### src/rtl/mips_pkg.sv
// -----------------------------------------------------------------------------
// mips_pkg
// Shared definitions for the MIPS execute slice: the ALU control type and the
// named ALU control encodings produced by the ALU decoder.
//   alucontrol[2]   : invert operand B and inject a carry-in of 1 (subtract)
//   alucontrol[1:0] : result select (AND, OR, SUM, sign bit of SUM)
// -----------------------------------------------------------------------------
package mips_pkg;

    typedef logic [2:0] alucontrol_t;

    localparam alucontrol_t ALUCTL_AND  = 3'b000;
    localparam alucontrol_t ALUCTL_OR   = 3'b001;
    localparam alucontrol_t ALUCTL_ADD  = 3'b010;
    localparam alucontrol_t ALUCTL_SUB  = 3'b110;
    localparam alucontrol_t ALUCTL_SLT  = 3'b111;
    localparam alucontrol_t ALUCTL_ANDN = 3'b100;
    localparam alucontrol_t ALUCTL_ORN  = 3'b101;

endpackage

### src/rtl/mips_alu_core.sv
// -----------------------------------------------------------------------------
// mips_alu_core
// Combinational MIPS ALU with zero flag.
// Ports:
//   srca       in  WIDTH  operand A
//   srcb       in  WIDTH  operand B
//   alucontrol in  3      operation select (see mips_pkg)
//   result     out WIDTH  ALU result
//   zero       out 1      1 when result is all zeros
// -----------------------------------------------------------------------------
module mips_alu_core
    import mips_pkg::*;
#(
    parameter int WIDTH = 32
) (
    input  logic [WIDTH-1:0] srca,
    input  logic [WIDTH-1:0] srcb,
    input  alucontrol_t      alucontrol,
    output logic [WIDTH-1:0] result,
    output logic             zero
);

    logic [WIDTH-1:0] bb;
    logic [WIDTH-1:0] sum;

    // alucontrol[2] turns the adder into a subtractor (A + ~B + 1) and also
    // gives the inverted-operand logic ops AND-NOT / OR-NOT for free.
    assign bb  = alucontrol[2] ? ~srcb : srcb;
    assign sum = srca + bb + {{(WIDTH-1){1'b0}}, alucontrol[2]};

    always_comb begin
        result = '0;
        unique case (alucontrol[1:0])
            2'b00: result = srca & bb;
            2'b01: result = srca | bb;
            2'b10: result = sum;
            // SLT: sign of the raw difference; overflow deliberately ignored.
            2'b11: result = {{(WIDTH-1){1'b0}}, sum[WIDTH-1]};
            default: result = '0;
        endcase
    end

    assign zero = (result == '0);

endmodule

### src/rtl/mips_exec_slice.sv
// -----------------------------------------------------------------------------
// mips_exec_slice
// Execute slice of the multicycle MIPS datapath: combinational ALU, the
// enable-gated program counter and the unconditional ALUOut register.
// Ports:
//   clk        in  1      rising-edge clock
//   reset      in  1      synchronous, active-low reset
//   pcen       in  1      PC write enable
//   pcnext     in  WIDTH  next PC value
//   srca       in  WIDTH  ALU operand A
//   srcb       in  WIDTH  ALU operand B
//   alucontrol in  3      ALU operation select
//   aluresult  out WIDTH  combinational ALU result
//   zero       out 1      1 when aluresult is 0
//   pc         out WIDTH  registered program counter
//   aluout     out WIDTH  aluresult delayed by one cycle
// -----------------------------------------------------------------------------
module mips_exec_slice
    import mips_pkg::*;
#(
    parameter int               WIDTH    = 32,
    parameter logic [WIDTH-1:0] PC_RESET = '0
) (
    input  logic             clk,
    input  logic             reset,
    input  logic             pcen,
    input  logic [WIDTH-1:0] pcnext,
    input  logic [WIDTH-1:0] srca,
    input  logic [WIDTH-1:0] srcb,
    input  alucontrol_t      alucontrol,
    output logic [WIDTH-1:0] aluresult,
    output logic             zero,
    output logic [WIDTH-1:0] pc,
    output logic [WIDTH-1:0] aluout
);

    mips_alu_core #(
        .WIDTH(WIDTH)
    ) u_alu (
        .srca      (srca),
        .srcb      (srcb),
        .alucontrol(alucontrol),
        .result    (aluresult),
        .zero      (zero)
    );

    // Program counter: reset beats the enable.
    always_ff @(posedge clk) begin
        if (!reset) begin
            pc <= PC_RESET;
        end else if (pcen) begin
            pc <= pcnext;
        end
    end

    // ALUOut: captures the ALU result every cycle; reset drops the in-flight value.
    always_ff @(posedge clk) begin
        if (!reset) begin
            aluout <= '0;
        end else begin
            aluout <= aluresult;
        end
    end

endmodule

### config.mk
export PLATFORM = sky130hd
export DESIGN_NAME = mips_exec_slice
export DESIGN_NICKNAME = d
export VERILOG_FILES = /design/src/rtl/mips_pkg.sv /design/src/rtl/mips_alu_core.sv /design/src/rtl/mips_exec_slice.sv
export SDC_FILE = /design/constraint.sdc
export NUM_CORES = 1
export LEC_CHECK = 0
export BUFFER_PORTS_ARGS = -buffer_cell sky130_fd_sc_hd__buf_2
export CORE_MARGIN = 10
export CORE_UTILIZATION = 30
export CTS_CLUSTER_DIAMETER = 150
export DETAILED_ROUTE_END_ITERATION = 10
export GPL_TIMING_DRIVEN = 0
export SLEW_MARGIN = 20
export SYNTH_ARGS = -nofsm -noshare
export SYNTH_HDL_FRONTEND = slang
export SYNTH_SLANG_ARGS = --single-unit
### constraint.sdc
create_clock -name clk -period 16.3 [get_ports clk]
set_clock_uncertainty 0.1 [all_clocks]
set_input_delay 4.89 -clock clk [delete_from_list [all_inputs] [get_ports clk]]
set_output_delay 4.89 -clock clk [all_outputs]
set_load 0.05 [all_outputs]
==> flow_summary.yaml, run 1 <==
detailed_routing:
  drt.antenna.violating_nets: 0
  drc: 0
  viasPerCell: 4.93
  vias: 5650
  avgRoutedWirePerCell_um: 17.7
  wirelength_um: 20300
  initialDrtViolationCount: 423
  first_pass_iters: 5
timing:
  tns_ns: 0
  timing.final.crit_share_pct: 92.2
  worst_pin_slew_ns: 0.989
  setup_violations: 0
  maxSlewHeadroom_pct: 34.1
  rsz0062_at_grt: "false"
  holdWs_ns: 0.385
  finalHoldViolCount: 0
  drv_slew: 0
  fin_crit_ns: 15.03
  fmax_mhz: 66.5
synth:
  synth_top_area_share_pct: 23.5
  yosys.area_share.simple_pct: 19.3
  ys_ff_latch: 64
  synth_edf_count: 0
  synth_top_family_by_area: "simple AND/OR/NAND/NOR gates"
  synth_compound_area_share_pct: 18.7
  yosysSeqAreaShare_pct: 23.5
  netlist_instances: 706
  synth.mux.area_fraction_pct: 6.97
  synth-xor-area-share_pct: 8.21
  synth-adder-area-share_pct: 15.1
  async_flop_share_pct: 0
  synth_cell_types: 61
  syn-num-nets: 873
  synth-main-ff-cell: "dfxtp_1"
  synth_top_cell_by_area: "dfxtp_1"
  avgSynthCellArea_sq_um: 7.71
  yosysWarnings: 0
  synth.cell_area_sq_um: 5440
  synth.area.top_cells: "dfxtp_1 24%, ha_1 15%, xor2_1 7.1%"
grt:
  track_usage_pct: 16.1
  grt_pass1_vias: 5517
  grt-ovfl-total: 0
  antenna_found_initial: 0
  grt_start_max_net_pins: 13
  grt_pass1_wl_um: 30900
layout:
  final_nets: 1080
  layout-area-overhead-vs-synth_pct: 29.2
  most-common-layout-cells: "196 x buf_2, 79 x inv_1, 76 x nor2_1"
  layout_commonest_cell: "buf_2"
  stdcell_area_sq_um: 7030
  n_antenna_cell: 0
  final_util_pct: 39.3
  drive_gt1_share_pct: 24.3
  multi_input_area_sq_um: 3710
  fill_cells: 1909
  seq_area_sq_um: 1280
setup_path:
  worstPathMaxFanout: 10
  crit_chain: "buf_6 > clkbuf_1 > xor2_1 > fa_1 > a211oi_1 > o31ai_1 > xor2_1 > a21oi_1 > nand4bb_1 > or4_1 > or4_1 > nor4_1 > nand4b_1 > nor4_2 > buf_2"
  crit_buf_inv: 3
  slowest_stage: "clkbuf_1"
  worstSetupEndpointType: "primary output"
  crit_arrival_ns: 10.04
  cpPeakStageDelay_ns: 0.74
  critical_path_required_ns: 11.31
  reg2reg_slack_ns: 15.54
  crit_family: "simple AND/OR/NAND/NOR gates"
  worstSetupStartpointType: "input port"
  critical_path_class: "input port to primary output"
placement:
  placedInstanceArea_sq_um: 6710
  gp_congestion: 0.907
  dp_hpwl_um: 16900
  io_buffers: 196
clocking:
  htreeDepth: 3
  clkLatencyLatePin_ns: 0.32
  clkSinkCount: 64
  cts_tree: "built"
  clk_pin_slew_worst_paths_ns: 0.05
  post-cts-setup-buffers: 0
  holdBufCountCts: 0
  cts_root_buffer: "clkbuf_16"
  cts_resized: 0
  clockBufferDepth: 2
  cts_made_buffers: 9
floorplan:
  coreArea_sq_um: 17900
  start_util_pct: 30.4
  die_h_um: 155
  dieWidth_um: 155
  ios: 199
  die_area_sq_um: 23900
  std_cell_rows: 49
power:
  leakage_nw: 3.65
  power_density_nw_per_um2: 99.2
  ir_drop_v: 0.0000616
status:
  status: "finished clean"
hold_path:
  hp-class: "flop to flop"
job:
  cap_violations: 0
layout make-up:
class | count | area share, %
buffer | 38 | 2.14
clock buffer | 9 | 3.20
clock inverter | 7 | 1.35
inverter | 79 | 4.22
multi-input combinational | 525 | 52.8
sequential | 64 | 18.2
tap | 229 | 4.08
timing repair buffer | 196 | 14.0
Yosys cell counts, types with 5 or more instances:
cell and n:
a211oi_1 5, a21o_1 6, a21oi_1 47, a31oi_1 7, and2_1 26, buf_1 7, clkbuf_1 30, dfxtp_1 64
ha_1 64, inv_1 79, mux2i_1 33, nand2_1 42, nand3_1 12, nand4_1 11, nor2_1 76, nor2b_1 7
nor3_1 8, nor4_1 7, o211ai_1 11, o21a_1 7, o21ai_0 31, o22ai_1 11, or4_1 5, xnor2_1 7
xor2_1 44
routing by layer:
layer,global-route usage (%),wire [um],up-vias
li1,-,-,2833
met1,20.2,9110,2569
met2,26.8,9330,235
met3,4.55,1730,13
met4,3.06,178,0
met5,0,0,-
registers in the layout, indices dropped and copies added, names as in the netlist:
name    count
aluout     32
pc         32
path summary, 6_finish.rpt:
check,startpoint,to,depth (start not counted)
min reg2reg,pc[14],pc[14],2
min,pc[14],pc[14],2
max,alucontrol[2],zero,15
max reg2reg,pc[16],pc[16],2
where the power goes:
part	switching [W]	internal (W)
sequential	0.00000373	0.000169
combinational	0.000223	0.0000947
clock	0.0000729	0.000134
total	0.000300	0.000398
kinds of logic (layout without fill, tap and decap cells):
family          after synthesis  after routing
buf+inv                     117            329
xor+xnor                     51             51
simple gates                214            214
mux                          36             36
fa+ha+maj                    65             65
compound gates              159            159
flops                        64             64
worst register-to-register path, delay by kind of cell (launching register included):
family | cells | cell delay (ns)
simple gates | 1 | 0.06
mux | 1 | 0.15
flops | 1 | 0.31
through the flow:
step | worst slack [ns] | total power, W | std cells
6_report | 1.27 | 0.000697 | 1147
5_1_grt | 0.995 | 0.000734 | 1147
3_3_place_gp | 1.20 | 0.000490 | 1131
4_1_cts | 1.20 | 0.000702 | 1147
3_5_place_dp | 1.21 | 0.000492 | 1131
2_1_floorplan | 1.43 | 0.000405 | 706
No activity file was read; power rests on OpenSTA's default activity.
==> inputs of run 2 (changes only) <==
- CELL_PAD_IN_SITES_DETAIL_PLACEMENT: unset -> 0
- CELL_PAD_IN_SITES_GLOBAL_PLACEMENT: unset -> 1
- PLACE_DENSITY_LB_ADDON: unset -> 0.1
==> run 2 against run 1 <==
- total power about the same
- non-clock buffer count unchanged
- count of clock-buffer cells in the layout unchanged
- maximum frequency up 0.49%
- sequential power about the same
- sequential cell count unchanged
- worst setup slack better by 0.074 ns
- utilization about the same
- combinational power about the same
- routed wire length up 4.6%
- largest power group unchanged
==> flow_summary.yaml, run 2 (synthesis results as in run 1) <==
status:
  status: "finished clean"
power:
  comb_power_share_pct: 45.6
  p_seq_share_pct: 24.9
  clkPwrFrac_pct: 29.6
  power_density_nw_per_um2: 99.2
  netSwitchingFraction_pct: 43.0
  ir_drop_v: 0.0000595
  internal_power_w: 0.000397
  switching_power_w: 0.000300
  leakage_nw: 3.66
floorplan:
  std_cell_rows: 49
  dieWidth_um: 155
  start_util_pct: 30.4
  die_area_sq_um: 23900
  ios: 199
  coreArea_sq_um: 17900
  die_h_um: 155
layout:
  most-common-layout-cells: "196 x buf_2, 79 x inv_1, 76 x nor2_1"
  multi_input_area_sq_um: 3710
  n_antenna_cell: 0
  seq_area_sq_um: 1280
  drive_gt1_share_pct: 24.3
  top_regs: "aluout x32, pc x32"
  final_util_pct: 39.3
  layout-area-overhead-vs-synth_pct: 29.2
  fill_cells: 1905
  final_nets: 1080
  layout_commonest_cell: "buf_2"
detailed_routing:
  first_pass_iters: 4
  vias: 5709
  wirelength_um: 21300
  drt.antenna.violating_nets: 0
  drc: 0
  initialDrtViolationCount: 334
  viasPerCell: 4.98
  avgRoutedWirePerCell_um: 18.5
clocking:
  cts_resized: 0
  clkSinkCount: 64
  cts_tree: "built"
  cts_made_buffers: 9
  cts_root_buffer: "clkbuf_16"
  htreeDepth: 3
  holdBufCountCts: 0
  clockBufferDepth: 2
  post-cts-setup-buffers: 0
  clkLatencyLatePin_ns: 0.32
  clk_pin_slew_worst_paths_ns: 0.05
setup_path:
  crit_start: "alucontrol[2]"
  critical_path_required_ns: 11.31
  worstSetupStartpointType: "input port"
  critical_path_class: "input port to primary output"
  crit_arrival_ns: 9.97
  crit_path_end: "zero"
  timing.rr.start: "pc[31]"
  worstPathMaxFanout: 10
  reg2reg_slack_ns: 15.54
  r2r-end: "pc[31]"
  worstSetupEndpointType: "primary output"
  rr_worst_depth: 2
job:
  cap_violations: 0
hold_path:
  hp-start: "pc[2]"
  hp-class: "flop to flop"
timing:
  rsz0062_at_grt: "false"
  finalHoldViolCount: 0
  timing.final.crit_share_pct: 91.8
  worst_pin_slew_ns: 1.06
  fmax_mhz: 66.9
  tns_ns: 0
  setup_violations: 0
  fin_crit_ns: 14.96
  maxSlewHeadroom_pct: 29.2
  drv_slew: 0
grt:
  grt_start_max_net_pins: 13
  track_usage_pct: 17.0
  grt_pass1_wl_um: 32600
  antenna_found_initial: 0
  grt_pass1_vias: 5756
  grt-ovfl-total: 0
placement:
  dp_hpwl_um: 17900
  io_buffers: 196
  gp_congestion: 0.906
-- run 2: layout make-up --
type | instances | share of cell area [%]
plain buffers | 38 | 2.14
repair buffers | 196 | 14.0
well taps | 229 | 4.07
multi-input cells | 525 | 52.8
flip-flops and latches | 64 | 18.2
inverters | 79 | 4.22
clock buffers | 9 | 3.20
clock inverters | 7 | 1.37
-- run 2: worst min path at each step --
| stage | endpoint | slack [ns] | cells past startpoint |
|---|---|---|---|
| 2_1_floorplan | pc[15] | 0.64 | 2 |
| 3_3_place_gp | pc[19] | 0.37 | 2 |
| 3_5_place_dp | pc[23] | 0.38 | 2 |
| 4_1_cts | pc[28] | 0.39 | 2 |
| 6_report | pc[2] | 0.39 | 2 |
| 5_1_grt | pc[6] | 0.40 | 2 |
-- run 2: critical path, cell delays in order --
cell and delay [ns]:
buf_6 0.10, clkbuf_1 0.78, xor2_1 0.28, fa_1 0.50
a211oi_1 0.42, o31ai_1 0.27, xor2_1 0.20, a21oi_1 0.39
nand4bb_1 0.17, or4_1 0.45, or4_1 0.42, nor4_1 0.39
nand4b_1 0.17, nor4_2 0.22, buf_2 0.31
-- run 2: metrics by stage --
step           hold WS [ns]  setup slack, ns  cells  total power [W]  cell area, sq um
2_1_floorplan         0.637             1.43    706         0.000405              5440
3_3_place_gp          0.370             1.24   1131         0.000493              6710
3_5_place_dp          0.381             1.26   1131         0.000495              6710
4_1_cts               0.393             1.25   1147         0.000705              7030
5_1_grt               0.402            0.873   1147         0.000738              7030
6_report              0.388             1.34   1147         0.000697              7030
-- run 2: power by group through the flow --
stage	Combinational [W]	Sequential [W]	Clock, W
after floorplan	0.000185	0.000219	0
after global placement	0.000317	0.000176	0
after detailed placement	0.000318	0.000177	0
after CTS	0.000319	0.000173	0.000212
after global routing	0.000346	0.000174	0.000218
final	0.000318	0.000173	0.000206
-- run 2: per-layer routing --
metal	vias up	wire length [um]	global-route usage, %
li1	2832	-	-
met1	2644	9860	21.7
met2	213	9850	28.4
met3	20	1280	3.61
met4	0	285	4.50
met5	-	0	0
==> inputs of run 3 (changes only) <==
- BUFFER_PORTS_ARGS: -buffer_cell sky130_fd_sc_hd__buf_2 -> unset
- DONT_BUFFER_PORTS: unset -> 1
==> run 3 against run 2 <==
- highest routed layer unchanged
- maximum frequency shrank 3.9%
- largest power group unchanged
- global-route usage shrank 0.70 points
- combinational power shrank 20%
==> flow_summary.yaml, run 3 (synthesis results as in run 1) <==
status:
  status: "finished clean"
clocking:
  clk_pin_slew_worst_paths_ns: 0.05
  post-cts-setup-buffers: 0
  clockBufferDepth: 2
  cts_resized: 0
  holdBufCountCts: 0
  cts_made_buffers: 9
  cts_tree: "built"
  clkLatencyLatePin_ns: 0.32
  clkSinkCount: 64
  cts_root_buffer: "clkbuf_16"
  htreeDepth: 3
layout:
  multi_input_area_sq_um: 3850
  seq_area_sq_um: 1280
  final_nets: 895
  layout_commonest_cell: "inv_1"
  final_util_pct: 34.9
  layout-area-overhead-vs-synth_pct: 14.9
  fill_cells: 1944
  fin_cells: 963
  drive_gt1_share_pct: 7.23
  top_regs: "aluout x32, pc x32"
  most-common-layout-cells: "79 x inv_1, 76 x nor2_1, 64 x ha_1, 64 x dfxtp_1, 47 x a21oi_1"
timing:
  rsz0062_at_grt: "false"
  final.setup.worst_slack_ns: 0.732
  timing.final.crit_share_pct: 95.5
  setup_violations: 0
  maxSlewHeadroom_pct: 37.1
  drv_slew: 0
  worst_pin_slew_ns: 0.943
  tns_ns: 0
  fmax_mhz: 64.2
  finalHoldViolCount: 0
  fin_crit_ns: 15.57
grt:
  grt_start_max_net_pins: 12
  antenna_found_initial: 1
  grt-ovfl-total: 0
  grt_pass1_vias: 4992
  track_usage_pct: 16.3
  grt_pass1_wl_um: 30700
placement:
  dp_hpwl_um: 17500
  dp.cells: 946
  preCtsSetupSlack_ns: 0.744
  io_buffers: 0
  gp_congestion: 0.889
setup_path:
  worstSetupEndpointType: "primary output"
  critical_path_required_ns: 11.31
  rr_worst_depth: 2
  critical_path_class: "input port to primary output"
  crit_start: "alucontrol[2]"
  worstPathMaxFanout: 10
  timing.rr.start: "pc[1]"
  worstSetupStartpointType: "input port"
  crit_arrival_ns: 10.58
detailed_routing:
  drt.antenna.violating_nets: 0
  viasPerCell: 5.23
  drc: 0
  wirelength_um: 20800
  avgRoutedWirePerCell_um: 21.6
  vias: 5036
  first_pass_iters: 5
  initialDrtViolationCount: 226
floorplan:
  std_cell_rows: 49
  dieWidth_um: 155
  coreArea_sq_um: 17900
  die_h_um: 155
  die_area_sq_um: 23900
  ios: 199
  start_util_pct: 30.4
job:
  cap_violations: 0
hold_path:
  hp-class: "flop to flop"
  hp-start: "pc[25]"
  min_path_cells: 2
power:
  power_w: 0.000661
  leakage_nw: 2.87
  power_density_nw_per_um2: 106
  ir_drop_v: 0.0000545
[run 3: changes by cell type in the layout (fill, tap and decap cells not counted), sizes merged]
cell / previous run / this run
clkinvlp: 0 / 2
clkbuf: 39 / 40
diode: 0 / 1
clkinv: 5 / 3
buf: 204 / 19
bufinv: 2 / 1
[run 3: worst max-delay path, cell delays in order]
cell and delay (ns):
buf_6 0.10, clkbuf_1 0.71, xor2_1 0.25, inv_1 0.07, ha_1 0.41, a211oi_1 0.16
o31ai_1 0.72, nand2_1 0.21, nand4_1 0.18, nand3_1 0.49, or4_1 0.69, or4_1 0.43
nor4_1 0.34, nand4b_1 0.20, nor4_4 0.71
[run 3: final cells by class]
type                       instances  share of cell area [%]
clock buffer                      10                    3.66
multi-input combinational        525                    61.7
tap                              229                    4.58
sequential                        64                    20.5
clock inverter                     6                   0.961
buffer                            38                    2.42
timing repair buffer              11                    1.44
antenna                            1                  0.0400
inverter                          79                    4.74
[run 3: path summary, 6_finish.rpt]
check / to / slack (ns)
setup / recovery: zero / 0.73
hold / removal: pc[25] / 0.67
setup reg to reg: pc[1] / 15.17
hold reg to reg: pc[25] / 0.67
[run 3: power breakdown]
| part | total (W) | internal, W | switching [W] |
|---|---|---|---|
| clock | 0.000187 | 0.000117 | 0.0000701 |
| sequential | 0.000220 | 0.000169 | 0.0000507 |
| combinational | 0.000253 | 0.0000799 | 0.000173 |
[run 3: routing by layer]
layer | vias to the layer above | global-route usage, % | part of all wire [%]
met4 | 0 | 4.72 | 1.7
met5 | - | 0 | 0
li1 | 2464 | - | -
met2 | 208 | 26.7 | 46
met3 | 18 | 6.32 | 10
met1 | 2346 | 19.3 | 42
[run 3: stage by stage]
stage,hold slack [ns],area (sq um)
after floorplan,0.637,5440
after global placement,0.664,5730
after detailed placement,0.669,5960
after CTS,0.675,6250
after global routing,0.707,6250
final,0.670,6250
